$ cat src/rtl/lenet_pkg.sv
// Shared constants and types for the LeNet datapath blocks.
package lenet_pkg;

    // Pixel and kernel geometry shared by every convolution stage.
    localparam int DW = 16;
    localparam int K  = 5;

    // Per-layer input image sizes.
    localparam int C1_IMG_W = 32;
    localparam int C1_IMG_H = 32;
    localparam int C3_IMG_W = 14;
    localparam int C3_IMG_H = 14;

    // Flattened KxK window word width.
    localparam int WIN_W = K * K * DW;

    // Signed fixed-point pixel; window generators pass it through untouched.
    typedef logic signed [DW-1:0] pixel_t;

endpackage

$ cat src/rtl/conv1_line_buffer.sv
// Single-row delay line: the output is the pixel accepted DEPTH enables ago.
// Data storage is deliberately not reset; it is refilled before it is used.
module conv1_line_buffer #(
    parameter int DEPTH = 32,
    parameter int DW    = 16
) (
    input  logic          clk,
    input  logic          en,
    input  logic [DW-1:0] din,
    output logic [DW-1:0] dout
);

    logic [DW-1:0] mem [DEPTH];

    // Shift one position per accepted pixel; gaps freeze the line.
    always_ff @(posedge clk) begin
        if (en) begin
            mem[0] <= din;
            for (int i = 1; i < DEPTH; i++) begin
                mem[i] <= mem[i-1];
            end
        end
    end

    assign dout = mem[DEPTH-1];

endmodule

$ cat src/rtl/conv1_window_gen.sv
// KxK sliding-window generator feeding the first LeNet convolution stage.
//
// Handshake: in_valid qualifies in_pixel and in_sof for exactly that cycle;
// there is no ready, every valid pixel is accepted. out_valid is a one-cycle
// strobe qualifying out_window; the consumer must take every strobe.
module conv1_window_gen
    import lenet_pkg::*;
#(
    parameter int IMG_W = C1_IMG_W,
    parameter int IMG_H = C1_IMG_H,
    parameter int K     = lenet_pkg::K,
    parameter int DW    = lenet_pkg::DW
) (
    input  logic              clk,
    input  logic              rstn,
    input  logic              in_valid,
    input  logic              in_sof,
    input  logic [DW-1:0]     in_pixel,
    output logic              out_valid,
    output logic [K*K*DW-1:0] out_window,
    output logic              frame_done
);

    localparam int CW = (IMG_W > 1) ? $clog2(IMG_W) : 1;
    localparam int RW = (IMG_H > 1) ? $clog2(IMG_H) : 1;

    localparam logic [CW-1:0] COL_LAST = CW'(IMG_W - 1);
    localparam logic [RW-1:0] ROW_LAST = RW'(IMG_H - 1);
    localparam logic [CW-1:0] COL_MIN  = CW'(K - 1);
    localparam logic [RW-1:0] ROW_MIN  = RW'(K - 1);

    // Position of the next pixel to be accepted.
    logic [CW-1:0] col;
    logic [RW-1:0] row;

    // Position of the pixel on the input this cycle (sof forces origin).
    logic [CW-1:0] cur_col, nxt_col;
    logic [RW-1:0] cur_row, nxt_row;
    logic          last_col, last_row, eligible;

    logic [DW-1:0]     tap     [K-1];
    logic [DW-1:0]     win     [K][K];
    logic [DW-1:0]     win_nxt [K][K];
    logic [K*K*DW-1:0] win_flat;

    // Resolve the current pixel position and the following one.
    always_comb begin
        cur_col  = in_sof ? '0 : col;
        cur_row  = in_sof ? '0 : row;
        last_col = (cur_col == COL_LAST);
        last_row = (cur_row == ROW_LAST);
        eligible = (cur_col >= COL_MIN) && (cur_row >= ROW_MIN);
        nxt_col  = last_col ? '0 : cur_col + CW'(1);
        nxt_row  = cur_row;
        if (last_col) begin
            nxt_row = last_row ? '0 : cur_row + RW'(1);
        end
    end

    // Chain of K-1 row delays; line j holds the row j+1 above the input.
    for (genvar j = 0; j < K - 1; j++) begin : g_line
        if (j == 0) begin : g_first
            conv1_line_buffer #(.DEPTH(IMG_W), .DW(DW)) u_line (
                .clk  (clk),
                .en   (in_valid),
                .din  (in_pixel),
                .dout (tap[j])
            );
        end else begin : g_next
            conv1_line_buffer #(.DEPTH(IMG_W), .DW(DW)) u_line (
                .clk  (clk),
                .en   (in_valid),
                .din  (tap[j-1]),
                .dout (tap[j])
            );
        end
    end

    // Next window: shift left one column, insert the new right-hand column
    // with the oldest buffered row at the top.
    always_comb begin
        for (int r = 0; r < K; r++) begin
            for (int c = 0; c < K - 1; c++) begin
                win_nxt[r][c] = win[r][c+1];
            end
        end
        for (int r = 0; r < K - 1; r++) begin
            win_nxt[r][K-1] = tap[K-2-r];
        end
        win_nxt[K-1][K-1] = in_pixel;
    end

    // Flatten the next window into the output word layout.
    always_comb begin
        win_flat = '0;
        for (int r = 0; r < K; r++) begin
            for (int c = 0; c < K; c++) begin
                win_flat[DW*(r*K+c) +: DW] = win_nxt[r][c];
            end
        end
    end

    // Window register advances on every accepted pixel; not reset.
    always_ff @(posedge clk) begin
        if (in_valid) begin
            win <= win_nxt;
        end
    end

    // Position counters, output strobe, window capture and frame-done pulse.
    always_ff @(posedge clk) begin
        if (!rstn) begin
            col        <= '0;
            row        <= '0;
            out_valid  <= 1'b0;
            frame_done <= 1'b0;
            out_window <= '0;
        end else begin
            out_valid  <= in_valid && eligible;
            frame_done <= in_valid && last_col && last_row;
            if (in_valid) begin
                col <= nxt_col;
                row <= nxt_row;
                if (eligible) begin
                    out_window <= win_flat;
                end
            end
        end
    end

endmodule

$ cat config.mk
export PLATFORM = sky130hd
export DESIGN_NAME = conv1_window_gen
export DESIGN_NICKNAME = d
export VERILOG_FILES = /design/src/rtl/lenet_pkg.sv /design/src/rtl/conv1_line_buffer.sv /design/src/rtl/conv1_window_gen.sv
export SDC_FILE = /design/constraint.sdc
export NUM_CORES = 2
export LEC_CHECK = 0
export CAP_MARGIN = 25
export CORE_ASPECT_RATIO = 0.75
export CORE_MARGIN = 5
export CORE_UTILIZATION = 45
export CTS_CLUSTER_SIZE = 25
export DETAILED_ROUTE_END_ITERATION = 8
export HOLD_SLACK_MARGIN = 0.06
export PLACE_DENSITY = 0.7
export SKIP_LAST_GASP = 1
export SLEW_MARGIN = 0
export SYNTH_ARGS = -nofsm -noshare
export SYNTH_HDL_FRONTEND = slang
export SYNTH_SLANG_ARGS = --single-unit
$ cat constraint.sdc
create_clock -name clk -period 1.78 [get_ports clk]
set_input_delay 0.445 -clock clk [delete_from_list [all_inputs] [get_ports clk]]
set_output_delay 0.445 -clock clk [all_outputs]
set_load 0.02 [all_outputs]
Word level (Yosys, flattened, before mapping)
Memories as Yosys holds them, arrays and structs flattened.
Index checks and enable logic that the tools add are counted.

cells by class
  add/sub/neg operators = 2
  order comparisons = 2
  equal/unequal tests = 2
  mux-type cells = 7
  reductions and logical operators = 5

operators by type and width
  kind                                                                                  count
  5-bit two-way mux                                                                     5
  5-bit by 1-bit adder with 5-bit output (second input constant)                        2
  5-bit equality test (second input constant)                                           2
  5-bit by 3-bit greater-or-equal comparator with 1-bit output (second input constant)  2
  1-bit logical AND                                                                     4
  1-bit two-way mux                                                                     2
  2-bit AND reduction                                                                   1

storage, ports and cells
  register bits after elaboration = 732
  memory bits (writable) = 2048
  input port bits = 20
  output and inout bits = 402
  word-level logic and storage cells = 47
  memories = 4

memory list
  memory                        depth  width  rd ports  clocked after Yosys merged registers in  write ports  RTL line                 source
  g_line[0].g_first.u_line.mem  32     16     32        0                                        32           conv1_line_buffer.sv:13  logic [DW-1:0] mem [DEPTH];
  g_line[1].g_next.u_line.mem   32     16     32        0                                        32           conv1_line_buffer.sv:13
  g_line[2].g_next.u_line.mem   32     16     32        0                                        32           conv1_line_buffer.sv:13
  g_line[3].g_next.u_line.mem   32     16     32        0                                        32           conv1_line_buffer.sv:13

Longest topological paths before layout
  depth in word-level cells = 4
  gate-level depth with buffers = 8
  mapped depth without buffers = 8

Hierarchy
From an unflattened synthesis, not the netlist that was laid out.

second synthesis, totals
  cell total of the unflattened synthesis = 4278
  area, all modules = 86613.1 um2

modules (own cells, without submodules)
  module             times used  cells an instance  area each (um2)  seq. area each (um2)
  conv1_line_buffer  4           528                15494.9          15374.7
  conv1_window_gen   1           2166               24633.6          17857.1

Worst setup path before layout
Ideal clock, no wire load.

  kind = input -> register
  start point = in in_sof
  end point = reg row[4]
  library setup time = 0.118 ns
  arrival = 1.564 ns
  required time = 1.662 ns
  setup slack = 0.098 ns
  stages = 6
  buffers on the path = 0
  path through = or3_1 > nor2_1 > ha_1 > o21ai_0 > a32oi_1 > nor2b_1

on the way
  longest elaborated chain between the ends = 4
  elaborated cells between the ends (all ways) = 7
  those cells by class = add/sub: 1; eq/ne: 2; mux: 4

RTL lines
  element                                                                        RTL line                                        source
  from (decl)                                                                    conv1_window_gen.sv:17                          input logic in_sof,
  5-bit two-way mux                                                              conv1_window_gen.sv:49                          cur_row = in_sof ? '0 : row;
  5-bit by 1-bit adder with 5-bit output or 5-bit equality test (tied branches)  conv1_window_gen.sv:56, conv1_window_gen.sv:51
  5-bit two-way mux                                                              conv1_window_gen.sv:56                          nxt_row = last_row ? '0 : cur_row + RW'(1);
  5-bit two-way mux *                                                            conv1_window_gen.sv:55                          if (last_col) begin
  to (signal assigned)                                                           conv1_window_gen.sv:123                         row <= nxt_row;
  to (decl)                                                                      conv1_window_gen.sv:34                          logic [RW-1:0] row;

Mark *: on every way between the ends. The rest lies on a longest branch, timed or not.
A chain may end at the register's enable or synchronous reset.

Final worst setup path
  start point = reg row[3]
  end point = reg out_window[17]

on the way
  longest elaborated chain between the ends = 4

RTL lines
  element                                                       RTL line                 source
  5-bit two-way mux                                             conv1_window_gen.sv:49
  5-bit by 3-bit greater-or-equal comparator with 1-bit output  conv1_window_gen.sv:52   eligible = (cur_col >= COL_MIN) && (cur_row >= ROW_MIN);
  1-bit logical AND                                             conv1_window_gen.sv:52
  2-bit AND reduction (no line)                                 -
  to (signal assigned)                                          conv1_window_gen.sv:125  out_window <= win_flat;
  to (decl)                                                     conv1_window_gen.sv:20   output logic [K*K*DW-1:0] out_window,

Every way passes these cells.

==> results.json <==
{
  "outcome": "finished, violations left",
  "violations": "setup timing",
  "critPathArrivalTime_ns": 2.61,
  "grt_pass1_wl_um": 205000,
  "seq_area_um2": 72200,
  "routed_wl_um": 143000,
  "period_needed_ns": 1.92,
  "synth-simple-area-share_pct": 4.77,
  "tightest_slew_ns": 0.435,
  "grtUsageTotal_pct": 14.3,
  "crit_chain": "nor3_4 -> nor4b_4 -> buf_6 -> buf_12 -> buf_12 -> buf_4 -> buf_8 -> clkbuf_16 -> o21ai_0",
  "p_leak_nw": 34.4,
  "initial_core_util_pct": 45.3,
  "fp.dieH_um": 371,
  "die_x_um": 492,
  "path_class": "register to register",
  "syn_area_per_cell_um2": 19.8,
  "crit_buf_inv": 6,
  "design.core.area_um2": 173000,
  "crit_top_cell": "buf_12",
  "synth_edf_count": 2112,
  "die_area_um2": 183000,
  "crit_path_max_incr_delay_ns": 0.38,
  "r2r_end": "out_window[17]",
  "synthAdderAreaFrac_pct": 0.0639,
  "worst-path-stages": 9,
  "gp_congestion": 0.835,
  "syn_to_final_growth_pct": 25.5,
  "ios": 422,
  "ant_nets": 0,
  "grt_pass1_vias": 35000,
  "ir_worst_vdd_uv": 968,
  "synth_compound_gate_area_share_pct": 2.67,
  "crit_path_max_fanout": 5,
  "pwr-share-comb_pct": 1.5,
  "async_flop_share_pct": 0,
  "critPathLaunch": "row[3]",
  "synth_xor_area_share_pct": 0,
  "multi_input_area_um2": 6080,
  "yosys_warnings": 0,
  "power.density_nw_per_um2": 1190,
  "cts.sinks": 2524,
  "end_kind": "register",
  "tritoncts": "done",
  "synth_ff_type": "edfxtp_1",
  "portBuffers": 421,
  "htreeDepth": 4,
  "slew-limit-headroom_pct": 71.0,
  "grt_max_degree": 98,
  "cp_slowest_cell": "dfxtp_4",
  "drt_iter0_markers": 3489,
  "seqPwrFrac_pct": 58.3,
  "p_int_mw": 93.6,
  "clock_skew_ns": 0.0643,
  "worst_slack_ns": -0.141,
  "finalSetupViolCount": 299,
  "insertion_delay_ns": 0.83,
  "postSynthRegisterBits": 2524,
  "finalCritPeriodShare_pct": 108,
  "muxShareOfSynthArea_pct": 0.0399,
  "fillers": 12100,
  "clk_pin_slew_ns": 0.07,
  "synth_top_family_by_area": "simple AND/OR/NAND/NOR gates",
  "ff2ff_path_depth": 9,
  "drive_gt1_share_pct": 31.9,
  "wl_per_cell_um": 19.5,
  "dp_hpwl_um": 80000,
  "hold_viol_final": 0,
  "ys_seq_area_share_pct": 91.4,
  "switching_share_pct": 19.8,
  "routed_via_density": 4.99,
  "p_sw_mw": 23.2,
  "netlist_instances": 3963,
  "utilization_pct": 56.9,
  "netlist_area_um2": 78400,
  "grt-ovfl-total": 0,
  "dr.pass1.iters": 5,
  "cts_buffer_depth": 3,
  "hold_slack_ns": 0.155,
  "fmax_mhz": 521,
  "slew_violations": 0,
  "drc": 0,
  "clk_root_buffer_cell": "clkbuf_16",
  "nets": 4880,
  "vias": 36500,
  "r2r-start": "row[3]",
  "worstPathRequired_ns": 2.47,
  "synth_cell_types": 29,
  "ff2ff_setup_slack_ns": -0.14,
  "maxCapViolCount": 0,
  "hp-start": "in_valid",
  "antenna_found_initial": 4,
  "syn-num-nets": 3987,
  "cp-endpoint": "out_window[17]",
  "std_cell_rows": 132,
  "cts_buffers": 215,
  "rsz0062_at_grt": "true",
  "critPathTopFamily": "buffers and inverters",
  "critPathLaunchType": "register",
  "clock_power_share_pct": 40.2,
  "hp-class": "input pin to register"
}
==> power groups by stage <==
stage               Sequential (mW)  Combinational [mW]  Clock [mW]
floorplan                      68.8               0.276           0
global placement               69.3                1.75           0
detailed placement             69.3                1.80           0
CTS                            68.1                1.80        48.2
global route                   68.3                1.93        51.0
finish                         68.1                1.79        46.9
==> placed cells by master (no fill, tap or decap), types with 24 or more instances in the layout <==
cell type	n
dfxtp_4	25
buf_12	85
edfxtp_1	2112
buf_6	415
o21ai_0	272
clkbuf_16	248
nand3_2	24
clkbuf_1	42
dfxtp_2	382
buf_4	289
clkinv_2	42
o21ai_1	131
nand3_1	378
nand2_1	404
clkinv_1	31
==> flip-flops by register name, summed over array words and instances (netlist names) <==
| name | count |
|---|---|
| col | 5 |
| frame_done | 1 |
| g_line.g_first.u_line.mem | 452 |
| g_line.g_next.u_line.mem | 1400 |
| out_valid | 1 |
| out_window | 400 |
| row | 5 |
| win | 260 |
==> per-stage QoR <==
stage               std cells  instance area, um^2  total power, mW  setup WS (ns)  setup TNS [ns]
CTS                      7173                96200              118         -0.138          -17.42
detailed placement       6676                87100             71.1         -0.623         -165.11
global placement         6676                87100             71.0         -0.672         -149.45
finish                   7322                98300              117         -0.141          -13.18
floorplan                3963                78400             69.1         0.0983               0
global route             7320                98300              121         -0.189          -38.16
==> kinds of logic after synthesis <==
| group | count (synthesis) |
|---|---|
| adders and majority gates | 4 |
| DFF | 2524 |
| muxes | 3 |
| buffers and inverters | 182 |
| AOI/OAI and AO/OA | 413 |
| and+or+nand+nor | 837 |
==> worst min-delay path by stage <==
stage / end / slack (ns) / depth (start not counted)
final: win[129] / 0.15 / 2
after floorplan: g_line[0].g_first.u_line.mem[0][100] / 0.40 / 0
after global routing: win[129] / 0.1 / 2
after CTS: win[129] / 0.07 / 2
after detailed placement: g_line[0].g_first.u_line.mem[0][108] / 0.40 / 0
after global placement: g_line[2].g_next.u_line.mem[15][5] / 0.40 / 0
==> synth_stat cells (2+ instances only) <==
cell type	instances	area, um^2
a21boi_0	3	22.5
a21oi_1	2	10.0
a32oi_1	3	26.3
and2_1	2	12.5
and4b_1	2	20.0
buf_1	8	30.0
buf_2	26	130
buf_4	23	173
clkbuf_1	124	465
dfxtp_1	412	8250
edfxtp_1	2112	63400
ha_1	4	50.1
mux2i_1	2	20.0
nand2_1	406	1520
nand2b_1	7	43.8
nand3_1	402	2010
nand3b_1	2	15.0
nor2_1	3	11.3
nor2b_1	7	43.8
nor3_1	3	15.0
o21ai_0	296	1480
o21ai_1	107	536
==> final cells by class <==
class / instances / share of cell area (%)
Antenna cell: 3 / 0.00763
Tap cell: 2278 / 2.90
Multi-Input combinational cell: 1257 / 6.18
Inverter: 1 / 0.00382
Clock buffer: 276 / 5.93
Timing Repair Buffer: 857 / 10.1
Sequential cell: 2524 / 73.5
Clock inverter: 126 / 1.42
==> metal layers <==
metal | vias up | part of all wire, % | global-route usage, % | wire length (um)
met4 | 0 | 2.5 | 4.37 | 3600
li1 | 16800 | - | - | -
met3 | 251 | 8.3 | 4.65 | 11800
met5 | - | 0 | 0 | 0
met2 | 1172 | 46 | 21.5 | 65600
met1 | 18300 | 43 | 20.1 | 62100
==> what timing repair did <==
action | CTS | global route
buffers inserted | 94 | 105
cloned | 0 | 44
hold endpoints to repair | 3 | 0
hold buffers | 1 | 0
pin swaps | 1 | 9
gates resized for setup | 2808 | 131
setup endpoints to repair | 420 | 731
No activity file was read; power rests on OpenSTA's default activity.
